File: config.mk
export PLATFORM = sky130hd
export DESIGN_NAME = riscv_mem_arbiter_flat
export DESIGN_NICKNAME = d
export VERILOG_FILES = /design/src/rtl/riscv_mem_arbiter_if.sv /design/src/rtl/riscv_mem_arbiter.sv /design/src/flat_wrapper.sv
export SDC_FILE = /design/constraint.sdc
export NUM_CORES = 1
export LEC_CHECK = 0
export CAP_MARGIN = 20
export CELL_PAD_IN_SITES_DETAIL_PLACEMENT = 0
export CELL_PAD_IN_SITES_GLOBAL_PLACEMENT = 2
export CORE_MARGIN = 2
export CORE_UTILIZATION = 23
export DETAILED_ROUTE_END_ITERATION = 8
export MAX_ROUTING_LAYER = met4
export PLACE_DENSITY_LB_ADDON = 0.1
export RECOVER_POWER = 50
export SETUP_SLACK_MARGIN = 0.3
export SYNTH_ARGS = -nofsm -noshare
export SYNTH_HDL_FRONTEND = slang
export SYNTH_SLANG_ARGS = --single-unit
File: constraint.sdc
create_clock -name clk -period 1.8 [get_ports clk]
set_input_delay 0.27 -clock clk [delete_from_list [all_inputs] [get_ports clk]]
set_output_delay 0.27 -clock clk [all_outputs]
set_load 0.02 [all_outputs]
File: src/rtl/riscv_mem_arbiter_if.sv
// Signal bundle between fetch unit, LSU, memory port and riscv_mem_arbiter.
// slave = arbiter side, master = environment (requesters + memory) side.
interface riscv_mem_arbiter_if #(
  parameter int unsigned ADDR_W = 32,
  parameter int unsigned DATA_W = 32
);
  localparam int unsigned BE_W = DATA_W / 8;

  // Instruction-fetch requester
  logic              i_if_req;
  logic [ADDR_W-1:0] i_if_addr;
  logic              o_if_gnt;
  logic              o_if_rvalid;
  logic [DATA_W-1:0] o_if_rdata;
  logic              o_if_err;

  // Load/store requester
  logic              i_d_req;
  logic              i_d_we;
  logic [ADDR_W-1:0] i_d_addr;
  logic [DATA_W-1:0] i_d_wdata;
  logic [BE_W-1:0]   i_d_be;
  logic              o_d_gnt;
  logic              o_d_rvalid;
  logic [DATA_W-1:0] o_d_rdata;
  logic              o_d_err;

  // Shared memory port
  logic              o_m_req;
  logic              o_m_we;
  logic [ADDR_W-1:0] o_m_addr;
  logic [DATA_W-1:0] o_m_wdata;
  logic [BE_W-1:0]   o_m_be;
  logic              i_m_gnt;
  logic              i_m_rvalid;
  logic [DATA_W-1:0] i_m_rdata;

  modport slave (
    input  i_if_req, i_if_addr,
    output o_if_gnt, o_if_rvalid, o_if_rdata, o_if_err,
    input  i_d_req, i_d_we, i_d_addr, i_d_wdata, i_d_be,
    output o_d_gnt, o_d_rvalid, o_d_rdata, o_d_err,
    output o_m_req, o_m_we, o_m_addr, o_m_wdata, o_m_be,
    input  i_m_gnt, i_m_rvalid, i_m_rdata
  );

  modport master (
    output i_if_req, i_if_addr,
    input  o_if_gnt, o_if_rvalid, o_if_rdata, o_if_err,
    output i_d_req, i_d_we, i_d_addr, i_d_wdata, i_d_be,
    input  o_d_gnt, o_d_rvalid, o_d_rdata, o_d_err,
    input  o_m_req, o_m_we, o_m_addr, o_m_wdata, o_m_be,
    output i_m_gnt, i_m_rvalid, i_m_rdata
  );
endinterface

File: src/rtl/riscv_mem_arbiter.sv
// Two-requester memory arbiter: LSU has priority, fetch is guaranteed a slot after
// STARVE_MAX consecutive data grants; one outstanding transaction with a response timeout.
module riscv_mem_arbiter #(
  parameter int unsigned ADDR_W     = 32,
  parameter int unsigned DATA_W     = 32,
  parameter int unsigned STARVE_MAX = 2,
  parameter int unsigned TIMEOUT    = 16
) (
  input logic              clk,
  input logic              rst,
  riscv_mem_arbiter_if.slave bus
);
  localparam int unsigned BE_W   = DATA_W / 8;
  localparam int unsigned STRK_W = $clog2(STARVE_MAX + 1);
  localparam int unsigned CNT_W  = $clog2(TIMEOUT);

  typedef enum logic [1:0] {
    S_IDLE = 2'd0,
    S_REQ  = 2'd1,
    S_WAIT = 2'd2
  } state_e;

  state_e              state_q,     state_d;
  logic                own_lsu_q,   own_lsu_d;
  logic [STRK_W-1:0]   streak_q,    streak_d;
  logic [CNT_W-1:0]    cnt_q,       cnt_d;

  logic                if_rvalid_q, if_rvalid_d;
  logic [DATA_W-1:0]   if_rdata_q,  if_rdata_d;
  logic                if_err_q,    if_err_d;
  logic                d_rvalid_q,  d_rvalid_d;
  logic [DATA_W-1:0]   d_rdata_q,   d_rdata_d;
  logic                d_err_q,     d_err_d;

  logic                m_req_q,     m_req_d;
  logic                m_we_q,      m_we_d;
  logic [ADDR_W-1:0]   m_addr_q,    m_addr_d;
  logic [DATA_W-1:0]   m_wdata_q,   m_wdata_d;
  logic [BE_W-1:0]     m_be_q,      m_be_d;

  logic                any_req_c;
  logic                if_win_c;
  logic                idle_c;
  logic                rsp_fire_c;
  logic                rsp_err_c;
  logic [DATA_W-1:0]   rsp_data_c;

  // Fetch wins only when data is absent or the data streak has hit its limit
  assign any_req_c = bus.i_if_req | bus.i_d_req;
  assign if_win_c  = bus.i_if_req & (~bus.i_d_req | (streak_q == STRK_W'(STARVE_MAX)));
  assign idle_c    = ~rst & (state_q == S_IDLE);

  assign bus.o_if_gnt = idle_c & if_win_c;
  assign bus.o_d_gnt  = idle_c & bus.i_d_req & ~if_win_c;

  assign bus.o_if_rvalid = if_rvalid_q;
  assign bus.o_if_rdata  = if_rdata_q;
  assign bus.o_if_err    = if_err_q;
  assign bus.o_d_rvalid  = d_rvalid_q;
  assign bus.o_d_rdata   = d_rdata_q;
  assign bus.o_d_err     = d_err_q;
  assign bus.o_m_req     = m_req_q;
  assign bus.o_m_we      = m_we_q;
  assign bus.o_m_addr    = m_addr_q;
  assign bus.o_m_wdata   = m_wdata_q;
  assign bus.o_m_be      = m_be_q;

  // Next-state and registered-output logic
  always_comb begin
    state_d     = state_q;
    own_lsu_d   = own_lsu_q;
    streak_d    = streak_q;
    cnt_d       = cnt_q;
    if_rvalid_d = 1'b0;
    if_rdata_d  = if_rdata_q;
    if_err_d    = 1'b0;
    d_rvalid_d  = 1'b0;
    d_rdata_d   = d_rdata_q;
    d_err_d     = 1'b0;
    m_req_d     = m_req_q;
    m_we_d      = m_we_q;
    m_addr_d    = m_addr_q;
    m_wdata_d   = m_wdata_q;
    m_be_d      = m_be_q;
    rsp_fire_c  = 1'b0;
    rsp_err_c   = 1'b0;
    rsp_data_c  = '0;

    case (state_q)
      S_IDLE: begin
        if (any_req_c) begin
          state_d = S_REQ;
          m_req_d = 1'b1;
          if (if_win_c) begin
            own_lsu_d = 1'b0;
            streak_d  = '0;
            m_we_d    = 1'b0;
            m_addr_d  = bus.i_if_addr;
            m_wdata_d = '0;
            m_be_d    = '1;
          end else begin
            own_lsu_d = 1'b1;
            m_we_d    = bus.i_d_we;
            m_addr_d  = bus.i_d_addr;
            m_wdata_d = bus.i_d_wdata;
            m_be_d    = bus.i_d_be;
            if (!bus.i_if_req) begin
              streak_d = '0;
            end else if (streak_q != STRK_W'(STARVE_MAX)) begin
              streak_d = streak_q + STRK_W'(1);
            end
          end
        end
      end

      S_REQ: begin
        if (bus.i_m_gnt) begin
          m_req_d = 1'b0;
          cnt_d   = '0;
          state_d = S_WAIT;
        end
      end

      S_WAIT: begin
        if (bus.i_m_rvalid) begin
          rsp_fire_c = 1'b1;
          rsp_data_c = bus.i_m_rdata;
          state_d    = S_IDLE;
        end else if (cnt_q == CNT_W'(TIMEOUT - 1)) begin
          rsp_fire_c = 1'b1;
          rsp_err_c  = 1'b1;
          state_d    = S_IDLE;
        end else begin
          cnt_d = cnt_q + CNT_W'(1);
        end
      end

      default: begin
        state_d = S_IDLE;
      end
    endcase

    // Route the response only to the transaction owner
    if (rsp_fire_c) begin
      if (own_lsu_q) begin
        d_rvalid_d = 1'b1;
        d_rdata_d  = rsp_data_c;
        d_err_d    = rsp_err_c;
      end else begin
        if_rvalid_d = 1'b1;
        if_rdata_d  = rsp_data_c;
        if_err_d    = rsp_err_c;
      end
    end
  end

  always_ff @(posedge clk) begin
    if (rst) begin
      state_q     <= S_IDLE;
      own_lsu_q   <= 1'b0;
      streak_q    <= '0;
      cnt_q       <= '0;
      if_rvalid_q <= 1'b0;
      if_rdata_q  <= '0;
      if_err_q    <= 1'b0;
      d_rvalid_q  <= 1'b0;
      d_rdata_q   <= '0;
      d_err_q     <= 1'b0;
      m_req_q     <= 1'b0;
      m_we_q      <= 1'b0;
      m_addr_q    <= '0;
      m_wdata_q   <= '0;
      m_be_q      <= '0;
    end else begin
      state_q     <= state_d;
      own_lsu_q   <= own_lsu_d;
      streak_q    <= streak_d;
      cnt_q       <= cnt_d;
      if_rvalid_q <= if_rvalid_d;
      if_rdata_q  <= if_rdata_d;
      if_err_q    <= if_err_d;
      d_rvalid_q  <= d_rvalid_d;
      d_rdata_q   <= d_rdata_d;
      d_err_q     <= d_err_d;
      m_req_q     <= m_req_d;
      m_we_q      <= m_we_d;
      m_addr_q    <= m_addr_d;
      m_wdata_q   <= m_wdata_d;
      m_be_q      <= m_be_d;
    end
  end
endmodule

File: src/flat_wrapper.sv
// flat-port wrapper written by rule: the top's interface ports become plain ports
module riscv_mem_arbiter_flat 
#(
  parameter int unsigned ADDR_W     = 32,
  parameter int unsigned DATA_W     = 32,
  parameter int unsigned STARVE_MAX = 2,
  parameter int unsigned TIMEOUT    = 16
)
  (clk, rst, bus_i_if_req, bus_i_if_addr, bus_o_if_gnt, bus_o_if_rvalid, bus_o_if_rdata, bus_o_if_err, bus_i_d_req, bus_i_d_we, bus_i_d_addr, bus_i_d_wdata, bus_i_d_be, bus_o_d_gnt, bus_o_d_rvalid, bus_o_d_rdata, bus_o_d_err, bus_o_m_req, bus_o_m_we, bus_o_m_addr, bus_o_m_wdata, bus_o_m_be, bus_i_m_gnt, bus_i_m_rvalid, bus_i_m_rdata);
  riscv_mem_arbiter_if #(.ADDR_W(ADDR_W), .DATA_W(DATA_W)) bus_i ();
  input logic clk;
  input logic rst;
  input wire logic [$bits(bus_i.i_if_req)-1:0] bus_i_if_req;
  input wire logic [$bits(bus_i.i_if_addr)-1:0] bus_i_if_addr;
  output wire logic [$bits(bus_i.o_if_gnt)-1:0] bus_o_if_gnt;
  output wire logic [$bits(bus_i.o_if_rvalid)-1:0] bus_o_if_rvalid;
  output wire logic [$bits(bus_i.o_if_rdata)-1:0] bus_o_if_rdata;
  output wire logic [$bits(bus_i.o_if_err)-1:0] bus_o_if_err;
  input wire logic [$bits(bus_i.i_d_req)-1:0] bus_i_d_req;
  input wire logic [$bits(bus_i.i_d_we)-1:0] bus_i_d_we;
  input wire logic [$bits(bus_i.i_d_addr)-1:0] bus_i_d_addr;
  input wire logic [$bits(bus_i.i_d_wdata)-1:0] bus_i_d_wdata;
  input wire logic [$bits(bus_i.i_d_be)-1:0] bus_i_d_be;
  output wire logic [$bits(bus_i.o_d_gnt)-1:0] bus_o_d_gnt;
  output wire logic [$bits(bus_i.o_d_rvalid)-1:0] bus_o_d_rvalid;
  output wire logic [$bits(bus_i.o_d_rdata)-1:0] bus_o_d_rdata;
  output wire logic [$bits(bus_i.o_d_err)-1:0] bus_o_d_err;
  output wire logic [$bits(bus_i.o_m_req)-1:0] bus_o_m_req;
  output wire logic [$bits(bus_i.o_m_we)-1:0] bus_o_m_we;
  output wire logic [$bits(bus_i.o_m_addr)-1:0] bus_o_m_addr;
  output wire logic [$bits(bus_i.o_m_wdata)-1:0] bus_o_m_wdata;
  output wire logic [$bits(bus_i.o_m_be)-1:0] bus_o_m_be;
  input wire logic [$bits(bus_i.i_m_gnt)-1:0] bus_i_m_gnt;
  input wire logic [$bits(bus_i.i_m_rvalid)-1:0] bus_i_m_rvalid;
  input wire logic [$bits(bus_i.i_m_rdata)-1:0] bus_i_m_rdata;
  assign bus_i.i_if_req = bus_i_if_req;
  assign bus_i.i_if_addr = bus_i_if_addr;
  assign bus_o_if_gnt = bus_i.o_if_gnt;
  assign bus_o_if_rvalid = bus_i.o_if_rvalid;
  assign bus_o_if_rdata = bus_i.o_if_rdata;
  assign bus_o_if_err = bus_i.o_if_err;
  assign bus_i.i_d_req = bus_i_d_req;
  assign bus_i.i_d_we = bus_i_d_we;
  assign bus_i.i_d_addr = bus_i_d_addr;
  assign bus_i.i_d_wdata = bus_i_d_wdata;
  assign bus_i.i_d_be = bus_i_d_be;
  assign bus_o_d_gnt = bus_i.o_d_gnt;
  assign bus_o_d_rvalid = bus_i.o_d_rvalid;
  assign bus_o_d_rdata = bus_i.o_d_rdata;
  assign bus_o_d_err = bus_i.o_d_err;
  assign bus_o_m_req = bus_i.o_m_req;
  assign bus_o_m_we = bus_i.o_m_we;
  assign bus_o_m_addr = bus_i.o_m_addr;
  assign bus_o_m_wdata = bus_i.o_m_wdata;
  assign bus_o_m_be = bus_i.o_m_be;
  assign bus_i.i_m_gnt = bus_i_m_gnt;
  assign bus_i.i_m_rvalid = bus_i_m_rvalid;
  assign bus_i.i_m_rdata = bus_i_m_rdata;
  riscv_mem_arbiter #(.ADDR_W(ADDR_W), .DATA_W(DATA_W), .STARVE_MAX(STARVE_MAX), .TIMEOUT(TIMEOUT)) u_core (.clk(clk), .rst(rst), .bus(bus_i));
endmodule
# Word-level counts from Yosys, hierarchy flattened
# Cells that the tools add are included.
# classes
n_addsub,2
n_eq_ne,11
n_mux,29
bitwise,12
n_reduce_logical,13
# ops
operator,n
$mux W32,4
$mux W4,4
$mux W2,7
$mux W1,11
$reduce_and A3 Y1,3
$ne A2 B2 Y1 const B,4
$pmux W4 S2,1
$pmux W2 S3,1
$reduce_and A2 Y1,3
$reduce_or A3 Y1,2
$and A1 B1 Y1,5
$not A1 Y1,5
$add A4 B1 Y4 const B,1
$eq A2 B2 Y1 const B,2
$eq A4 B4 Y1 const B,1
$reduce_and A4 Y1,1
$reduce_bool A2 Y1,2
$ne A3 B1 Y1 const B,1
$ne A3 B2 Y1 const B,1
$add A2 B1 Y2 const B,1
$eq A2 B1 Y1 const B,1
$logic_not A2 Y1,1
$ne A2 B1 Y1 const B,1
$or A1 B1 Y1,2
2 further kinds,2
# totals
register_bits,147
out_inout_bits,140

# Longest topological paths before layout
# Gate-level depths: netlist (run 1).
# depth
depth_word,6
depth_mapped,7

# Least setup slack after synthesis (run 1)
# No wires, ideal clock.
# synth_path
path_type,register to output
from,register u_core.streak_q[0]
to,output port bus_o_d_gnt
arrival_time_ps,1989
t_required_ps,1530
path_slack_ps,-459
path_stages_with_launch,6
n_path_buf,2
path_cell_list,dfxtp_1 -> inv_1 -> ha_1 -> buf_2 -> clkbuf_1 -> a2111oi_0
# synth_via
elab_chain_cells,5
# synth_lines
element,line_no,rtl
"start, declared",riscv_mem_arbiter.sv:25,"logic [STRK_W-1:0] streak_q, streak_d;"
"start signal, assigned",riscv_mem_arbiter.sv:177,streak_q <= streak_d;
$eq A2 B2 Y1,riscv_mem_arbiter.sv:50,assign if_win_c = bus.i_if_req & (~bus.i_d_req | (streak_q == STRK_W'(STARVE_MAX)));
$or A1 B1 Y1,riscv_mem_arbiter.sv:50,
$and A1 B1 Y1,riscv_mem_arbiter.sv:50,
$not A1 Y1,riscv_mem_arbiter.sv:54,assign bus.o_d_gnt = idle_c & bus.i_d_req & ~if_win_c;
$and A1 B1 Y1,riscv_mem_arbiter.sv:54,
"end, declared",flat_wrapper.sv:24,output wire logic [$bits(bus_i.o_d_gnt)-1:0] bus_o_d_gnt;
# Every way passes these cells.

# Worst setup path in the final report (run 1)
# Same ends and word-level chain as after synthesis.

==> results.json, run 1 <==
{
  "hold_slack_ns": 0.3675,
  "cpMostUsedCell": "buf_4",
  "final.fill_count": 2503,
  "grt_usage_pct": 17.88,
  "hold_path.startpoint": "bus_i_if_req",
  "ioPinCount": 279,
  "static-leakage-power_nw": 4.077,
  "crit_chain": "inv_2 -> ha_4 -> buf_4 -> a2111oi_4 -> buf_4",
  "worstMarginPinSlew_ns": 0.4652,
  "irDropWorstVdd_mv": 0.4281,
  "power_frac_seq_pct": 39.8,
  "async_reset_ff_share_pct": 0,
  "place_ws_ns": -0.3191,
  "fp.coreArea_um2": 25040,
  "grt_max_degree": 85,
  "worstPathArrival_ns": 1.62,
  "drcViolationCount": 0,
  "netSwitchingFraction_pct": 29.58,
  "grt_overflow": 0,
  "syn_inst": 593,
  "path_class": "reg2out",
  "port_buffers": 278,
  "dp_hpwl_um": 15390,
  "wl_um": 25030,
  "clkSinkCount": 147,
  "vias_per_cell": 5.185,
  "hold_viol": 0,
  "setup_viol": 8,
  "first_global_vias": 6117,
  "holdPathStages": 4,
  "gp_congestion": 0.7704,
  "p_int_mw": 6.189,
  "cts_buffer_depth": 2,
  "syn_area_um2": 5836,
  "start_util_pct": 23.31,
  "synth_ff_type": "dfxtp_1",
  "drive_gt1_share_pct": 16.72,
  "hold_path_class": "in2reg",
  "mostFrequentLayoutCells": "dfxtp_1 (142), dlygate4sd2_1 (138), clkdlybuf4s50_1 (136)",
  "area_growth_pct": 74.98,
  "die_x_um": 163.3,
  "final_common_cell": "dfxtp_1",
  "clkLatencyLatePin_ns": 0.42,
  "vias": 6274,
  "period_share_pct": 104.8,
  "power.density_nw_per_um2": 860.7,
  "max_freq_mhz": 530.2,
  "run_status": "finished with violations",
  "finalClockSkew_ns": 0.009477,
  "final_max_slew_viol_count": 0,
  "syn_area_per_cell_um2": 9.841,
  "cts_buffers": 17,
  "cts.clk_slew.worst_paths_ns": 0.06,
  "synth_cell_types": 41,
  "slew_headroom_pct": 68.99,
  "crit_path_start": "u_core.streak_q[0]",
  "grt_pass1_wl_um": 36120,
  "cp_slowest_cell": "dfxtp_2",
  "placementRows": 58,
  "drt-initial-drc-count": 434,
  "antenna_found_initial": 1,
  "failed_checks": "setup timing",
  "worst-r2r-setup-slack_ns": -0.03,
  "power.share.clock_pct": 40.2,
  "switchingPower_mw": 2.600,
  "synth_nets": 734,
  "nNetsFinal": 1007,
  "slowest_delay_ns": 0.33,
  "required_ns": 1.53,
  "ys_seq_elements": 147,
  "die-area_um2": 26660,
  "drtPass1Iterations": 4,
  "crit_fanout": 2,
  "reg2reg_from": "u_core.streak_q[0]",
  "reg2regPathDepth": 11,
  "setup.worst_path.end_class": "output pin",
  "start_kind": "register",
  "wl_per_cell_um": 20.68,
  "ys_seq_area_share_pct": 50.43,
  "synth_edf_count": 0,
  "cap_violations": 0,
  "period_needed_ns": 1.886,
  "clock-root-buffer": "clkbuf_16",
  "ant_nets": 0,
  "rsz0062_at_grt": "yes",
  "die-height_um": 163.3,
  "p_comb_share_pct": 20.0,
  "ys.warnings.count": 0,
  "htreeDepth": 4,
  "cts_tree": "built",
  "worst_slack_ns": -0.08607
}
per-stage QoR:
| stage | cell area, um2 | TNS, ns | cells | utilization, % | total power, mW |
|---|---|---|---|---|---|
| 2_1_floorplan | 5937 | 0 | 593 | - | 4.324 |
| 3_3_place_gp | 9195 | -13.63 | 1153 | 36.73 | 5.223 |
| 3_5_place_dp | 9195 | -16.00 | 1153 | 36.73 | 5.243 |
| 4_1_cts | 9809 | -0.3197 | 1195 | 39.18 | 8.770 |
| 5_1_grt | 10210 | -1.912 | 1210 | 40.78 | 9.157 |
| 6_report | 10210 | -0.2769 | 1210 | 40.78 | 8.789 |
critical path: cells and delay by family, from the launching register on:
family	cells	cell delay, ns
adders and majority gates	1	0.16
buffers and inverters	3	0.40
DFF	1	0.33
AOI/OAI and AO/OA	1	0.32
path summary, 6_finish.rpt:
check | end
hold / removal | u_core.streak_q[0]
setup reg to reg | u_core.bus.o_m_addr[17]
hold reg to reg | u_core.bus.o_d_rdata[5]
setup / recovery | bus_o_d_gnt
synth_stat cells (2+ instances only):
| cell | count | share of area [%] |
|---|---|---|
| o21ai_1 | 6 | 0.51 |
| buf_2 | 10 | 0.86 |
| nand4b_1 | 2 | 0.30 |
| nor3_1 | 2 | 0.17 |
| ha_1 | 2 | 0.43 |
| a31oi_1 | 3 | 0.32 |
| nor2_1 | 5 | 0.32 |
| a21oi_1 | 76 | 6.5 |
| a211oi_1 | 5 | 0.64 |
| and2b_1 | 2 | 0.26 |
| o211ai_1 | 35 | 4.5 |
| clkbuf_1 | 67 | 4.3 |
| o21ai_0 | 62 | 5.3 |
| a32o_1 | 64 | 11 |
| inv_1 | 10 | 0.64 |
| dfxtp_1 | 147 | 50 |
| a2111oi_0 | 2 | 0.30 |
| nor4_1 | 3 | 0.32 |
| a311oi_1 | 32 | 4.8 |
| o2111ai_1 | 33 | 5.0 |
| o21a_1 | 2 | 0.26 |
| nand4_1 | 2 | 0.21 |
| or3_1 | 2 | 0.21 |
| nand3_1 | 2 | 0.17 |
repair_timing:
action                                  CTS  global route
cloned                                    2             5
hold endpoints to repair                  0             0
pin swaps                                37            27
setup buffers                             8             9
hold buffers                              0             0
endpoints found under the setup margin  277           138
gates resized for setup                 188            68
logic make-up (layout without fill, tap and decap cells):
logic type               Yosys count  count (layout)  synth area share [%]
other                              0               1                     0
AND/OR/NAND/NOR                   30              30                 3.259
flip-flops                       147             147                 50.43
AO/OA/AOI/OAI                    323             323                 39.60
adder cells (fa/ha/maj)            2               2                0.4287
buffers and inverters             91             377                 6.282
layout make-up:
type                            count  area (um2)  area share [%]
Tap cell                          330       412.9           4.044
Clock buffer                       18       429.2           4.203
Sequential cell                   147        2949           28.88
Inverter                           11       41.29          0.4044
Clock inverter                     14       143.9           1.409
Antenna cell                        1       2.502         0.02451
Multi-Input combinational cell    355        2796           27.39
Timing Repair Buffer              334        3436           33.65
flip-flops by register name (all words and copies together), names as in the netlist:
name                    cells
u_core.bus.o_if_err         1
u_core.bus.o_d_err          1
u_core.streak_q             2
u_core.bus.o_m_be           4
u_core.bus.o_if_rdata      32
u_core.bus.o_d_rdata       32
u_core.bus.o_if_rvalid      1
u_core.bus.o_m_wdata       32
u_core.bus.o_m_we           1
u_core.bus.o_m_req          1
u_core.bus.o_m_addr        32
u_core.state_q              2
u_core.cnt_q                4
u_core.own_lsu_q            1
u_core.bus.o_d_rvalid       1
power by group through the flow:
stage	Clock [mW]	Sequential [mW]	Combinational, mW
CTS	3.64	3.50	1.63
global placement	0	3.57	1.65
global route	3.76	3.52	1.87
detailed placement	0	3.58	1.67
finish	3.53	3.50	1.75
floorplan	0	3.76	0.566
metal layers:
metal | up-vias | routed length, um | track usage, %
met5 | - | 0 | -
met4 | 0 | 517 | 5.390
met3 | 32 | 1431 | 4.165
met2 | 215 | 12060 | 28.60
met1 | 3082 | 11020 | 22.43
li1 | 2945 | - | -
Power figures use the tool's default switching activity.
==> run 2, diff against run 1 <==
--- a/config.mk
+++ b/config.mk
@@ -8,10 +8,9 @@
 export CAP_MARGIN = 20
 export CELL_PAD_IN_SITES_DETAIL_PLACEMENT = 0
 export CELL_PAD_IN_SITES_GLOBAL_PLACEMENT = 2
-export CORE_MARGIN = 2
+export CORE_MARGIN = 5
 export CORE_UTILIZATION = 23
 export DETAILED_ROUTE_END_ITERATION = 8
-export MAX_ROUTING_LAYER = met4
 export PLACE_DENSITY_LB_ADDON = 0.1
 export RECOVER_POWER = 50
 export SETUP_SLACK_MARGIN = 0.3
==> results.json, run 2 (synthesis gave the netlist of run 1 again) <==
{
  "crit_chain": "inv_2 -> ha_4 -> buf_12 -> and2b_4 -> nor4_4 -> buf_12",
  "final.fill_count": 2531,
  "slew_headroom_pct": 70.50,
  "irDropWorstVdd_mv": 0.4431,
  "clkSinkCount": 147,
  "cts_buffer_depth": 2,
  "fp.coreArea_um2": 25110,
  "final_max_slew_viol_count": 0,
  "dp_hpwl_um": 16540,
  "die-area_um2": 28660,
  "grt_max_degree": 85,
  "setup.worst_path.end_class": "output pin",
  "vias": 6325,
  "run_status": "finished with violations",
  "wl_um": 26130,
  "vias_per_cell": 5.214,
  "netSwitchingFraction_pct": 29.35,
  "nNetsFinal": 1011,
  "rsz0062_at_grt": "yes",
  "antenna_found_initial": 0,
  "path_class": "reg2out",
  "grt_pass1_wl_um": 38380,
  "finalClockSkew_ns": 0.01284,
  "placementRows": 58,
  "drcViolationCount": 0,
  "gp_congestion": 0.7785,
  "area_growth_pct": 76.12,
  "period_needed_ns": 1.853,
  "grt_usage_pct": 16.76,
  "drtPass1Iterations": 5,
  "cpMostUsedCell": "buf_12",
  "worstPathArrival_ns": 1.58,
  "max_freq_mhz": 539.6,
  "power.density_nw_per_um2": 870.2,
  "worst_slack_ns": -0.05324,
  "power_frac_seq_pct": 39.2,
  "first_global_vias": 6352,
  "clkLatencyLatePin_ns": 0.42,
  "mostFrequentLayoutCells": "dfxtp_1 (143), dlygate4sd2_1 (138), clkdlybuf4s50_1 (136)",
  "die-height_um": 169.3,
  "clock-root-buffer": "clkbuf_16",
  "wl_per_cell_um": 21.54,
  "cp_slowest_cell": "dfxtp_2",
  "crit_fanout": 2,
  "drive_gt1_share_pct": 16.53,
  "ant_nets": 0,
  "stdcell_count": 1213,
  "cap_violations": 0,
  "ioPinCount": 279,
  "cts_buffers": 17,
  "final_common_cell": "dfxtp_1",
  "failed_checks": "setup timing",
  "port_buffers": 278,
  "p_int_mw": 6.318,
  "static-leakage-power_nw": 4.110,
  "period_share_pct": 103.0,
  "power.share.clock_pct": 41.6,
  "htreeDepth": 4,
  "p_comb_share_pct": 19.2,
  "cts.clk_slew.worst_paths_ns": 0.07,
  "place_inst": 1155,
  "switchingPower_mw": 2.625,
  "start_util_pct": 23.24,
  "slowest_delay_ns": 0.32,
  "required_ns": 1.53,
  "hold_viol": 0,
  "hold_path_class": "in2reg",
  "cts_tree": "built",
  "place_ws_ns": -0.2591,
  "grt_overflow": 0,
  "setup_viol": 4,
  "worstMarginPinSlew_ns": 0.4425,
  "diodes": 0,
  "start_kind": "register",
  "die_x_um": 169.3,
  "drt-initial-drc-count": 492
}
==> run 2: changes by cell type in the layout (fill, tap and decap cells not counted), moves of 9 or more <==
cell / before / now
o21ai_0: 30 / 62
o2111ai_1: 31 / 6
o2111ai_2: 2 / 24
o21ai_2: 20 / 0
buf_4: 16 / 27
o21ai_1: 16 / 6
a311oi_1: 23 / 32
a311oi_2: 9 / 0
buf_6: 13 / 4
==> run 2: power by group through the flow <==
stage                     Combinational, mW  Clock [mW]  Sequential, mW
after floorplan                       0.566           0            3.76
after global placement                 1.65           0            3.58
after detailed placement               1.66           0            3.58
after CTS                              1.61        3.85            3.51
after global routing                   1.83        3.99            3.53
final                                  1.71        3.72            3.50
==> run 2: layout make-up <==
type                    count  area [um2]  area share, %
well taps                 330       412.9          4.018
multi-input cells         355        2826          27.50
flip-flops and latches    147        2948          28.68
repair buffers            338        3435          33.42
clock inverters            15       185.2          1.802
inverters                  11       45.04         0.4383
clock buffers              17       425.4          4.139
==> run 2: per-stage QoR <==
stage               util [%]  power [mW]  TNS, ns  hold WS [ns]  area, um2
floorplan                  -       4.324        0        0.3858       5937
global placement       36.58       5.230   -11.46        0.4477       9185
detailed placement     36.58       5.246   -12.49        0.4525       9185
CTS                    38.95       8.969  -0.3210        0.3860       9781
global route           40.93       9.346  -0.9403        0.3939      10280
finish                 40.93       8.943  -0.1242        0.4121      10280
==> run 2: final timing paths <==
check,startpoint,end,slack [ns],cells past startpoint
worst max-delay path,u_core.streak_q[0],bus_o_if_gnt,-0.05,6
worst max register to register,u_core.streak_q[0],u_core.bus.o_m_addr[25],-0.02,8
worst min-delay path,bus_i_d_be[1],u_core.bus.o_m_be[1],0.41,3
worst min register to register,u_core.bus.o_if_rdata[0],u_core.bus.o_if_rdata[0],0.46,1
==> run 2: routing by layer <==
metal  vias to the layer above  track usage (%)  routed length [um]
met5                         -                0                   0
met4                         0            4.410                 454
met3                        27            4.333                1677
met2                       221            27.44               12600
met1                      3135            22.07               11390
li1                       2942                -                   -
==> run 2: critical path, delay by kind of cell (launching register included) <==
kind | cells | cell delay [ns]
buf+inv | 3 | 0.32
fa+ha+maj | 1 | 0.14
flops | 1 | 0.32
simple gates | 2 | 0.39
==> run 2: timing repair <==
action,in CTS,in global routing
setup endpoints to repair,271,111
gates cloned,2,6
hold buffers,0,0
pin swaps,8,61
resized for setup,164,50
setup buffers,3,15
==> run 3, diff against run 2 <==
--- a/config.mk
+++ b/config.mk
@@ -8,9 +8,12 @@
 export CAP_MARGIN = 20
 export CELL_PAD_IN_SITES_DETAIL_PLACEMENT = 0
 export CELL_PAD_IN_SITES_GLOBAL_PLACEMENT = 2
+export CORE_ASPECT_RATIO = 0.75
 export CORE_MARGIN = 5
 export CORE_UTILIZATION = 23
+export CTS_CLUSTER_SIZE = 12
 export DETAILED_ROUTE_END_ITERATION = 8
+export GPL_TIMING_DRIVEN = 0
 export PLACE_DENSITY_LB_ADDON = 0.1
 export RECOVER_POWER = 50
 export SETUP_SLACK_MARGIN = 0.3
==> results.json, run 3 (synthesis gave the netlist of run 1 again) <==
{
  "ant_nets": 0,
  "period_needed_ns": 2.016,
  "vias": 6389,
  "drcViolationCount": 0,
  "path_class": "reg2out",
  "wl_um": 26190,
  "mostFrequentLayoutCells": "dfxtp_1 (144), clkdlybuf4s50_1 (138), dlygate4sd2_1 (99)",
  "static-leakage-power_nw": 3.803,
  "die-height_um": 147.9,
  "worst_slack_ns": -0.2159,
  "hold_viol": 0,
  "irDropWorstVdd_mv": 0.6389,
  "r2r-end": "u_core.bus.o_d_rdata[26]",
  "setup_viol": 20,
  "antenna_found_initial": 0,
  "clock-root-buffer": "clkbuf_16",
  "wl_per_cell_um": 20.75,
  "power.density_nw_per_um2": 913.9,
  "crit_fanout": 3,
  "holdPathStages": 3,
  "htreeDepth": 4,
  "area_growth_pct": 68.67,
  "slew_headroom_pct": 60.31,
  "fp.coreArea_um2": 24960,
  "cts.clk_slew.worst_paths_ns": 0.06,
  "ioPinCount": 279,
  "drive_gt1_share_pct": 13.76,
  "worstPathArrival_ns": 1.75,
  "required_ns": 1.53,
  "clkSinkCount": 147,
  "final_common_cell": "dfxtp_1",
  "dpl-instance-area_um2": 9133,
  "setup-tns-final_ns": -0.6117,
  "hold_path.startpoint": "bus_i_d_req",
  "grt_usage_pct": 17.67,
  "cts_buffers": 17,
  "hold_path_class": "in2reg",
  "cts_buffer_depth": 2,
  "grt_max_degree": 17,
  "failed_checks": "setup timing",
  "cap_violations": 0,
  "start_util_pct": 23.38,
  "fin_total_pwr_mw": 8.995,
  "max_freq_mhz": 496.1,
  "die-area_um2": 28690,
  "reg2reg_from": "u_core.state_q[1]",
  "setup.worst_path.end_class": "output pin",
  "clkLatencyLatePin_ns": 0.43,
  "min_to": "u_core.bus.o_m_we",
  "drtPass1Iterations": 5,
  "port_buffers": 277,
  "dp_hpwl_um": 19340,
  "reg2regPathDepth": 7,
  "first_global_vias": 6587,
  "grt_pass1_wl_um": 39880,
  "cts_tree": "built",
  "drt-initial-drc-count": 319,
  "worstMarginPinSlew_ns": 0.5954,
  "run_status": "finished with violations",
  "die_x_um": 193.9,
  "nNetsFinal": 1052,
  "worst-r2r-setup-slack_ns": -0.02,
  "start_kind": "register",
  "final_max_slew_viol_count": 0,
  "vias_per_cell": 5.063,
  "finalClockSkew_ns": 0.01171,
  "placementRows": 50,
  "fin_area_um2": 9843,
  "gp_congestion": 0.7616,
  "grt_overflow": 0,
  "rsz0062_at_grt": "yes",
  "period_share_pct": 112.0,
  "place_ws_ns": -1.223,
  "cts_hold_buf": 0
}
-- run 3: cell count changes in the layout (fill, tap and decap cells not counted), sizes merged --
cell           previous run  this run
bufinv                    2         4
clkinvlp                  2         3
clkinv                    4         3
inv                      18        13
clkbuf                   27       126
diode                     0         1
dlygate4sd2             138        99
clkdlybuf4s50           136       138
buf                      51        35
bufbuf                    2         0
dlymetal6s2s              1         0
-- run 3: layer usage --
layer / global-route usage (%) / routed length, um
met1: 24.32 / 12660
met2: 26.81 / 11560
met3: 6.061 / 1774
met4: 4.181 / 190
met5: 0 / 0
-- run 3: worst max-delay path, stage by stage (launching register included) --
cell       delay (ns)
dfxtp_2          0.32
inv_2            0.06
ha_4             0.12
buf_6            0.11
and2b_4          0.19
clkbuf_16        0.14
nor4_4           0.19
buf_4            0.19
-- run 3: final cells by class --
type / count / area, um2
Clock buffer: 19 / 442.9
Antenna cell: 1 / 2.502
Inverter: 11 / 41.29
Buffer: 80 / 545.5
Fill cell: 2549 / 15120
Sequential cell: 147 / 2947
Timing Repair Buffer: 299 / 2624
Multi-Input combinational cell: 355 / 2639
Clock inverter: 12 / 178.9
Tap cell: 338 / 422.9
-- run 3: report_power, final --
part           leakage (nW)  switching, mW  internal [mW]
combinational          2.31          0.910          0.755
clock                 0.296           1.46           2.36
sequential             1.20         0.0910           3.42
total                  3.80           2.46           6.53
-- run 3: how the worst max path moves through the flow --
stage / startpoint / endpoint / slack, ns
finish: u_core.streak_q[0] / bus_o_if_gnt / -0.22
global route: u_core.streak_q[0] / bus_o_if_gnt / -0.29
CTS: u_core.streak_q[0] / bus_o_if_gnt / -0.25
detailed placement: rst / bus_o_if_gnt / -1.22
global placement: rst / bus_o_if_gnt / -1.25
floorplan: u_core.state_q[0] / bus_o_if_gnt / 0.21
-- run 3: through the flow --
step                cells  hold WS [ns]  util (%)
floorplan             593        0.3858         -
CTS                  1261        0.2651     40.20
global placement     1208        0.4477     36.59
global route         1261        0.2996     39.42
finish               1262        0.2836     39.43
detailed placement   1208        0.4543     36.59
-- run 3: timing repair --
| action | CTS | global route |
|---|---|---|
| pin swaps | 11 | 14 |
| buffers inserted | 20 | 0 |
| gates cloned | 2 | 0 |
| endpoints found under the setup margin | 283 | 181 |
| gates resized for setup | 177 | 78 |
| endpoints found under the hold margin | 0 | 0 |
